==> config.mk <==
export PLATFORM = sky130hd
export DESIGN_NAME = edge_event_arbiter
export DESIGN_NICKNAME = d
export VERILOG_FILES = /design/src/rtl/edge_event_arbiter.sv
export SDC_FILE = /design/constraint.sdc
export NUM_CORES = 1
export LEC_CHECK = 0
export CAP_MARGIN = 20
export CELL_PAD_IN_SITES_DETAIL_PLACEMENT = 0
export CELL_PAD_IN_SITES_GLOBAL_PLACEMENT = 1
export CORE_AREA = 2 2 79 58
export CTS_CLUSTER_SIZE = 28
export DETAILED_ROUTE_END_ITERATION = 16
export DIE_AREA = 0 0 81 60
export PLACE_DENSITY = 0.82
export SYNTH_ARGS = -nofsm -noshare
export SYNTH_HDL_FRONTEND = slang
export SYNTH_SLANG_ARGS = --single-unit
export TNS_END_PERCENT = 10
==> constraint.sdc <==
create_clock -name clk -period 1.8 [get_ports clk]
set_clock_uncertainty 0.1 [all_clocks]
set_input_delay 0.45 -clock clk [delete_from_list [all_inputs] [get_ports clk]]
set_output_delay 0.45 -clock clk [all_outputs]
set_load 0.005 [all_outputs]
==> src/rtl/edge_event_arbiter.sv <==
// Per-channel edge detectors with one pending slot each, serialised onto a
// single valid/ready event port by round-robin arbitration.
module edge_event_arbiter #(
    parameter int         NUM_CH      = 4,
    parameter logic [1:0] TRIGGER     = 2'b11,
    parameter int         SYNC_STAGES = 2,
    parameter int         CH_W        = $clog2(NUM_CH)
) (
    input  logic              clk,
    input  logic              rst_n,
    input  logic [NUM_CH-1:0] ctrl,
    input  logic [NUM_CH-1:0] ch_en,
    output logic              evt_valid,
    input  logic              evt_ready,
    output logic [CH_W-1:0]   evt_ch,
    output logic              evt_rise,
    output logic [NUM_CH-1:0] pending,
    output logic [NUM_CH-1:0] overflow,
    input  logic              ovf_clr
);

    localparam int               SET_W      = $clog2(SYNC_STAGES + 2);
    localparam logic [SET_W-1:0] SETTLE_LEN = SET_W'(SYNC_STAGES + 1);

    typedef enum logic {
        OUT_EMPTY = 1'b0,
        OUT_FULL  = 1'b1
    } out_state_t;

    logic [NUM_CH-1:0] sync_q [SYNC_STAGES];
    logic [NUM_CH-1:0] sync_d [SYNC_STAGES];
    logic [NUM_CH-1:0] prev_q, prev_d;
    logic [SET_W-1:0]  settle_q, settle_d;
    logic [NUM_CH-1:0] pend_q, pend_d;
    logic [NUM_CH-1:0] pend_rise_q, pend_rise_d;
    logic [NUM_CH-1:0] ovf_q, ovf_d;
    logic [CH_W-1:0]   rr_q, rr_d;
    out_state_t        state_q, state_d;
    logic [CH_W-1:0]   evt_ch_q, evt_ch_d;
    logic              evt_rise_q, evt_rise_d;

    logic [NUM_CH-1:0] lvl;
    logic              armed;
    logic [NUM_CH-1:0] rise_det;
    logic [NUM_CH-1:0] fall_det;
    logic [NUM_CH-1:0] req;
    logic              load;
    logic              gnt_valid;
    logic [CH_W-1:0]   gnt_idx;
    logic [CH_W-1:0]   scan_idx;
    logic [NUM_CH-1:0] gnt_oh;
    logic [NUM_CH-1:0] ovf_set;

    always_comb begin
        sync_d[0] = ctrl;
        for (int i = 1; i < SYNC_STAGES; i++) begin
            sync_d[i] = sync_q[i-1];
        end
    end

    assign lvl      = sync_q[SYNC_STAGES-1];
    assign prev_d   = lvl;
    assign armed    = (settle_q == '0);
    assign settle_d = armed ? '0 : settle_q - SET_W'(1);

    // Edges are only qualified once the settle window after reset has expired.
    for (genvar gi = 0; gi < NUM_CH; gi++) begin : g_det
        assign rise_det[gi] = TRIGGER[0] & armed & ch_en[gi] &  lvl[gi] & ~prev_q[gi];
        assign fall_det[gi] = TRIGGER[1] & armed & ch_en[gi] & ~lvl[gi] &  prev_q[gi];
    end

    assign req  = pend_q & ch_en;
    assign load = (state_q == OUT_EMPTY) || evt_ready;

    // Scan from the farthest offset down so the nearest channel after rr wins.
    always_comb begin
        gnt_valid = 1'b0;
        gnt_idx   = '0;
        scan_idx  = '0;
        for (int k = NUM_CH; k >= 1; k--) begin
            scan_idx = CH_W'((int'(rr_q) + k) % NUM_CH);
            if (req[scan_idx]) begin
                gnt_valid = 1'b1;
                gnt_idx   = scan_idx;
            end
        end
    end

    always_comb begin
        gnt_oh = '0;
        if (load && gnt_valid) begin
            gnt_oh[gnt_idx] = 1'b1;
        end
    end

    always_comb begin
        pend_d      = pend_q;
        pend_rise_d = pend_rise_q;
        ovf_set     = '0;
        for (int c = 0; c < NUM_CH; c++) begin
            if (!ch_en[c]) begin
                pend_d[c] = 1'b0;
            end else if (rise_det[c] || fall_det[c]) begin
                // A slot being granted this edge is free to take the new edge.
                if (pend_q[c] && !gnt_oh[c]) begin
                    ovf_set[c] = 1'b1;
                end else begin
                    pend_d[c]      = 1'b1;
                    pend_rise_d[c] = rise_det[c];
                end
            end else if (gnt_oh[c]) begin
                pend_d[c] = 1'b0;
            end
        end
    end

    assign ovf_d = (ovf_q & ~{NUM_CH{ovf_clr}}) | ovf_set;

    always_comb begin
        state_d    = state_q;
        evt_ch_d   = evt_ch_q;
        evt_rise_d = evt_rise_q;
        rr_d       = rr_q;
        if (load) begin
            if (gnt_valid) begin
                state_d    = OUT_FULL;
                evt_ch_d   = gnt_idx;
                evt_rise_d = pend_rise_q[gnt_idx];
                rr_d       = gnt_idx;
            end else begin
                state_d = OUT_EMPTY;
            end
        end
    end

    always_ff @(posedge clk) begin
        for (int i = 0; i < SYNC_STAGES; i++) begin
            sync_q[i] <= sync_d[i];
        end
        prev_q <= prev_d;
        if (!rst_n) begin
            settle_q    <= SETTLE_LEN;
            pend_q      <= '0;
            pend_rise_q <= '0;
            ovf_q       <= '0;
            rr_q        <= CH_W'(NUM_CH - 1);
            state_q     <= OUT_EMPTY;
            evt_ch_q    <= '0;
            evt_rise_q  <= 1'b0;
        end else begin
            settle_q    <= settle_d;
            pend_q      <= pend_d;
            pend_rise_q <= pend_rise_d;
            ovf_q       <= ovf_d;
            rr_q        <= rr_d;
            state_q     <= state_d;
            evt_ch_q    <= evt_ch_d;
            evt_rise_q  <= evt_rise_d;
        end
    end

    assign evt_valid = (state_q == OUT_FULL);
    assign evt_ch    = evt_ch_q;
    assign evt_rise  = evt_rise_q;
    assign pending   = pend_q;
    assign overflow  = ovf_q;

endmodule

* After elaboration in Yosys (flattened, before gate mapping)
Memory sizes are Yosys's and may differ from the RTL's.
Index checks and enable logic that the tools add are counted.
** Word-level totals
- Register bits :: 24
- Memory bits (writable) :: 8
- Input bits :: 12
- Output and inout bits :: 12
- Logic and storage cells :: 148
- Memories :: 1
** Memory list
- sync_q :: depth 2, width 4, read ports 2, clocked after memory_dff 0, write ports 2, line 30 : logic [NUM_CH-1:0] sync_q [SYNC_STAGES];
** Cells by class
- $add $sub $neg :: 5
- Order comparisons :: 6
- Eq/ne operators :: 4
- Multiplexer cells :: 47
- Bitwise gates (word level) :: 37
- Reduce and logical (&&, ||, !) cells :: 33
** Operators by type and width (count)
- 1-bit 2-to-1 mux :: 35
- 1-bit AND :: 20
- 2-bit AND reduction :: 9
- 2-bit by 3-bit less-than comparator with 1-bit output (second input constant) :: 5
- 1-bit inverter :: 13
- 3-bit AND reduction :: 4
- 1-bit binary-select mux with 2-bit select :: 5
- 2-bit 2-to-1 mux :: 5
- 4-bit AND :: 2
- 2-bit inequality test (second input constant) :: 4
- 2-bit nonzero test :: 4
- 1-bit logical AND :: 6
- 1-bit logical OR :: 5
- 2-bit by 1-bit adder with 2-bit output (second input constant) :: 2
- 2-bit adder (second input constant) :: 2
- 1-bit logical NOT :: 4
- 4-bit 2-to-1 mux :: 1
- 4-bit inverter :: 1
- 4-bit bitwise OR :: 1
- 1-bit demux with 2-bit select :: 1
- 2-bit by 1-bit >= comparator with 1-bit output (second input constant) :: 1
- 2-bit logical NOT :: 1
- 2-bit by 1-bit subtractor with 2-bit output (second input constant) :: 1

* Depth between registers and ports, before layout
- Word-level depth :: 18
- Depth in mapped cells :: 6
- Mapped depth without buffers :: 5

* Worst setup path after synthesis
OpenSTA, ideal clock, no wires.
- Path type :: input -> register
- Start point :: input port ch_en[2]
- End point :: register pend_rise_q[3]
- Setup time :: 0.076 ns
- Arrival :: 1.586 ns
- Data required time :: 1.624 ns
- Setup slack :: 0.038 ns
- Cell stages on the path :: 5
- Path buffers :: 0
- Path through :: a22o_1 a21oi_1 a211oi_1 or4_1 a31oi_1
** On the way
- Longest elaborated chain between the ends :: 16
- Elaborated cells between the ends (all ways) :: 28
- Those cells by class :: order compare: 2; mux: 19; bitwise: 2; reduce/logical: 5
** Ends and longest elaborated chain
- start: declaration :: line 12 : input logic [NUM_CH-1:0] ch_en,
- 4-bit AND (*) :: line 72 : assign req = pend_q & ch_en;
- 1-bit binary-select mux with 2-bit select :: line 82 : if (req[scan_idx]) begin
- 1-bit 2-to-1 mux (not written as such) :: line 82
- 2-bit 2-to-1 mux (4 in series) :: line 82
- 2-bit by 3-bit less-than comparator with 1-bit output (not written as such) or 2-bit by 1-bit >= comparator with 1-bit output (tied branches) :: line 92 : gnt_oh[gnt_idx] = 1'b1;
- 1-bit logical AND (not written as such) :: line 92
- 1-bit 2-to-1 mux (not written as such) :: line 92
- 1-bit demux with 2-bit select :: line 92
- 4-bit 2-to-1 mux (*) :: line 91 : if (load && gnt_valid) begin
- 1-bit logical NOT (*) :: line 105 : if (pend_q[c] && !gnt_oh[c]) begin
- 1-bit logical AND (*) :: line 105
- 1-bit inverter (no source line) (*)
- 3-bit AND reduction (no source line) (*)
- end signal: assignment :: line 153 : pend_rise_q <= pend_rise_d;
- end: declaration :: line 35 : logic [NUM_CH-1:0] pend_rise_q, pend_rise_d;
Every way passes the cells marked *; elsewhere a longest branch is shown, timed or not. The select of a mux whose other input is x is not followed.
A chain may end at the register's enable or synchronous reset.

* Worst setup path after layout
- Start point :: register rr_q[0]
- End point :: register pend_q[0], in the netlist pending[0]
** On the way
- Longest elaborated chain between the ends :: 16
- Elaborated cells between the ends (all ways) :: 32
- Those cells by class :: add/sub: 4; order compare: 2; eq/ne: 1; mux: 19; reduce/logical: 6
** Ends and longest elaborated chain
- start: declaration :: line 37 : logic [CH_W-1:0] rr_q, rr_d;
- start signal: assignment :: line 146 : rr_q <= CH_W'(NUM_CH - 1);
- start signal: assignment :: line 155 : rr_q <= rr_d;
- 2-bit by 1-bit adder with 2-bit output :: line 81 : scan_idx = CH_W'((int'(rr_q) + k) % NUM_CH);
- 1-bit binary-select mux with 2-bit select :: line 82
- 1-bit 2-to-1 mux (not written as such) :: line 82
- 2-bit 2-to-1 mux (4 in series) :: line 82
- 2-bit by 3-bit less-than comparator with 1-bit output (not written as such) or 2-bit by 1-bit >= comparator with 1-bit output (tied branches) :: line 92
- 1-bit logical AND (not written as such) :: line 92
- 1-bit 2-to-1 mux (not written as such) :: line 92
- 1-bit demux with 2-bit select :: line 92
- 4-bit 2-to-1 mux (*) :: line 91
- 1-bit logical NOT :: line 105
- 1-bit logical AND :: line 105
- 2-bit inequality test (no source line)
- 2-bit AND reduction (no source line) (*)
- end signal: assignment :: line 152 : pend_q <= pend_d;
- end: declaration :: line 34 : logic [NUM_CH-1:0] pend_q, pend_d;
Marked as above.

==> summary.md <==
| Metric | Value |
|---|---|
| Root Driver | clkbuf_8 |
| Ys async rst share | 0 |
| Crit path required time | 1870 ps |
| Worst setup SP type | register |
| Pre-CTS WS | -638 ps |
| Hpwl dp | 2990 um |
| Initial Util | 0.337 |
| Sequential fraction of the synthesis area | 0.457 |
| Antenna Violating Nets Remaining | 0 |
| Row Count | 20 |
| Worst-path fanout max | 5 |
| Worst hold path class | reg2reg |
| CTS Buffer Depth | 2 |
| Drt pass-1 iters | 4 |
| Worst-margin pin slew | 452 ps |
| Total leakage power | 0.865 nW |
| CTS H-tree depth | 2 |
| TritonCTS clock tree | done |
| Final setup viols | 0 |
| Buffers on Ports | 23 |
| Synth top area share | 0.457 |
| Cell count after synthesis | 154 |
| Via count | 1390 |
| Final instance area | 2090 um2 |
| Antenna cell count | 0 |
| Clk sinks | 32 |
| Via/cell ratio | 5.17 |
| Area leader, netlist | dfxtp_1 |
| Iter 0 DRT Violations | 97 |
| Ys flop type | dfxtp_1 |
| Die span in y | 60 um |
| Worst EP arrival | 1830 ps |
| Placer Congestion | 0.837 |
| Rel. slew slack | 0.695 |
| Fin nets | 225 |
| GRT overflow | 0 |
| CTS Buf Count | 5 |
| Clock slew at reported path FFs | 60 ps |
| Hold_sp | sync_q[0][2] |
| Syn Std Cell Area | 1400 um2 |
| Worst r2r dst | pending[0] |
| Final worst slack | 40.0 ps |
| Tot Pwr | 1.43 mW |
| Slew Limit Fails | 0 |
| Final Cycle Share | 0.978 |
| Core box area | 4150 um2 |
| Fin crit period | 1760 ps |
| Residual DRC count | 0 |
| Synth Register Bits | 32 |
| Die W | 81 um |
| Number of global-route vias before repair | 1396 |
| Library cells used by synthesis | 41 |
| Largest net degree at the start of global routing | 10 |
| Count leader, synth | dfxtp_1 |
| Crit path from | rr_q[0] |
| Status | completed |
| DR WL/cell | 14.7 um |
| Crit path kind | reg2reg |
| R2R depth | 6 |
| Crit Reg-Reg Startpoint | rr_q[0] |
| Ranking of synthesized cells by area | dfxtp_1 (46%), nand2_1 (3.8%), o311ai_0 (3.8%) |
| # fillers | 421 |
| Syn_area_per_cell | 9.10 um2 |
| Synth Net Count | 166 |
| Fin. Hold Viols | 0 |
| Antenna violations before repair | 0 |
| Clk_lat worst skew | 280 ps |
| Die area | 4860 um2 |
| Power Dens Cells | 685 nW/um2 |
| # IOs | 24 |
| Fmax | 0.568 GHz |
| Area Overhead vs Synth | 49.3% |
| Share of cells above drive strength 1 | 0.322 |
| Worst setup EP type | register |
| Yosys warns | 0 |
| Hold-fix buffers, CTS | 0 |
| R2r setup slk | 40 ps |
| Routed wire length | 3950 um |
| Post-synth top cells | dfxtp_1 (32), nand2_1 (14), nor2_1 (11) |
| Placed inst area | 1900 um2 |
| Hold_ws | 224 ps |
| Gr usage total | 0.180 |
| TNS Setup | 0 ps |
| First-pass GRT wire length | 6560 um |
| Worst Hold End | sync_q[0][6] |
| EDFF count, synth | 0 |
| Hold Path Cell Cnt | 0 |
| VDD IR max | 0.444 mV |
| Max Cap Viol | 0 |
[worst max-delay path: stages, from the launching register on]
cell and delay, ps:
dfxtp_2 320, nand3b_1 190, buf_4 170, a2bb2oi_4 150
o21a_1 220, o31a_1 270, o211a_1 220
[kinds of logic (layout without fill, tap and decap cells)]
| logic type | Yosys count | in the layout | synth area share |
|---|---|---|---|
| flip-flops | 32 | 32 | 0.457 |
| buffers and inverters | 15 | 75 | 0.0455 |
| AO/OA/AOI/OAI | 50 | 50 | 0.279 |
| XOR/XNOR | 4 | 4 | 0.0250 |
| AND/OR/NAND/NOR | 52 | 52 | 0.185 |
| multiplexers | 1 | 1 | 0.00804 |
[final cells by class]
class                           instances  area [um2]  area share
Timing Repair Buffer                   56         455       0.218
Clock buffer                            8        90.1      0.0431
Tap cell                               55        68.8      0.0329
Sequential cell                        32         656       0.313
Multi-Input combinational cell        107         781       0.373
Inverter                               11        41.3      0.0197
[sequential cells by signal (all words and copies together) (netlist names)]
signal,count
sync_q,8
overflow,4
evt_rise,1
settle_q,2
rr_q,2
prev_q,4
evt_valid,1
evt_ch,2
pending,4
pend_rise_q,4
[routing by layer]
metal | vias to the layer above | share of wire | track usage
met3 | 5 | 0.065 | 0.0438
met2 | 37 | 0.47 | 0.294
li1 | 685 | - | -
met4 | 0 | 0.0071 | 0.0581
met5 | - | 0 | 0
met1 | 663 | 0.46 | 0.237
[what timing repair did]
item                       4_1_cts  5_1_grt
pin swaps                        4        6
buffers inserted                 0        3
setup endpoints to repair       21       14
hold endpoints to repair         0        0
resized for setup               26       21
[report_power, final]
part / switching [mW] / internal, mW
clock: 0.246 / 0.311
sequential: 0.0184 / 0.729
combinational: 0.0607 / 0.0666
total: 0.326 / 1.11
[per-stage QoR]
step,cells,utilization
floorplan,154,-
global placement,258,0.458
detailed placement,258,0.458
CTS,266,0.488
global route,269,0.504
finish,269,0.504
[how the worst max path moves through the flow]
stage	to	cells after the start
global placement	pend_rise_q[3]	7
finish	pending[0]	6
global route	pend_rise_q[3]	6
CTS	pend_rise_q[3]	8
detailed placement	pend_rise_q[3]	6
floorplan	pend_rise_q[3]	5
[cell usage in the layout, fill, tap and decap left out, types with 3 or more instances in the layout]
cell type        Yosys  routed
clkbuf_8             0       6
nand2b_1             5       5
nor3_1               3       3
inv_1               10      10
dfxtp_2              0       3
buf_4                0      33
dlygate4sd2_1        0       3
nand3_1              6       5
nand2_1             14      14
o311ai_1             2       3
dfxtp_4              0       3
dfxtp_1             32      26
a21oi_1              8       7
nand3b_1             3       3
a22o_1               3       3
clkdlybuf4s50_1      0      15
nor2_1              11      11
o21ai_0              4       4
o311ai_0             6       3
o211a_1              3       3
Power figures use the tool's default switching activity.
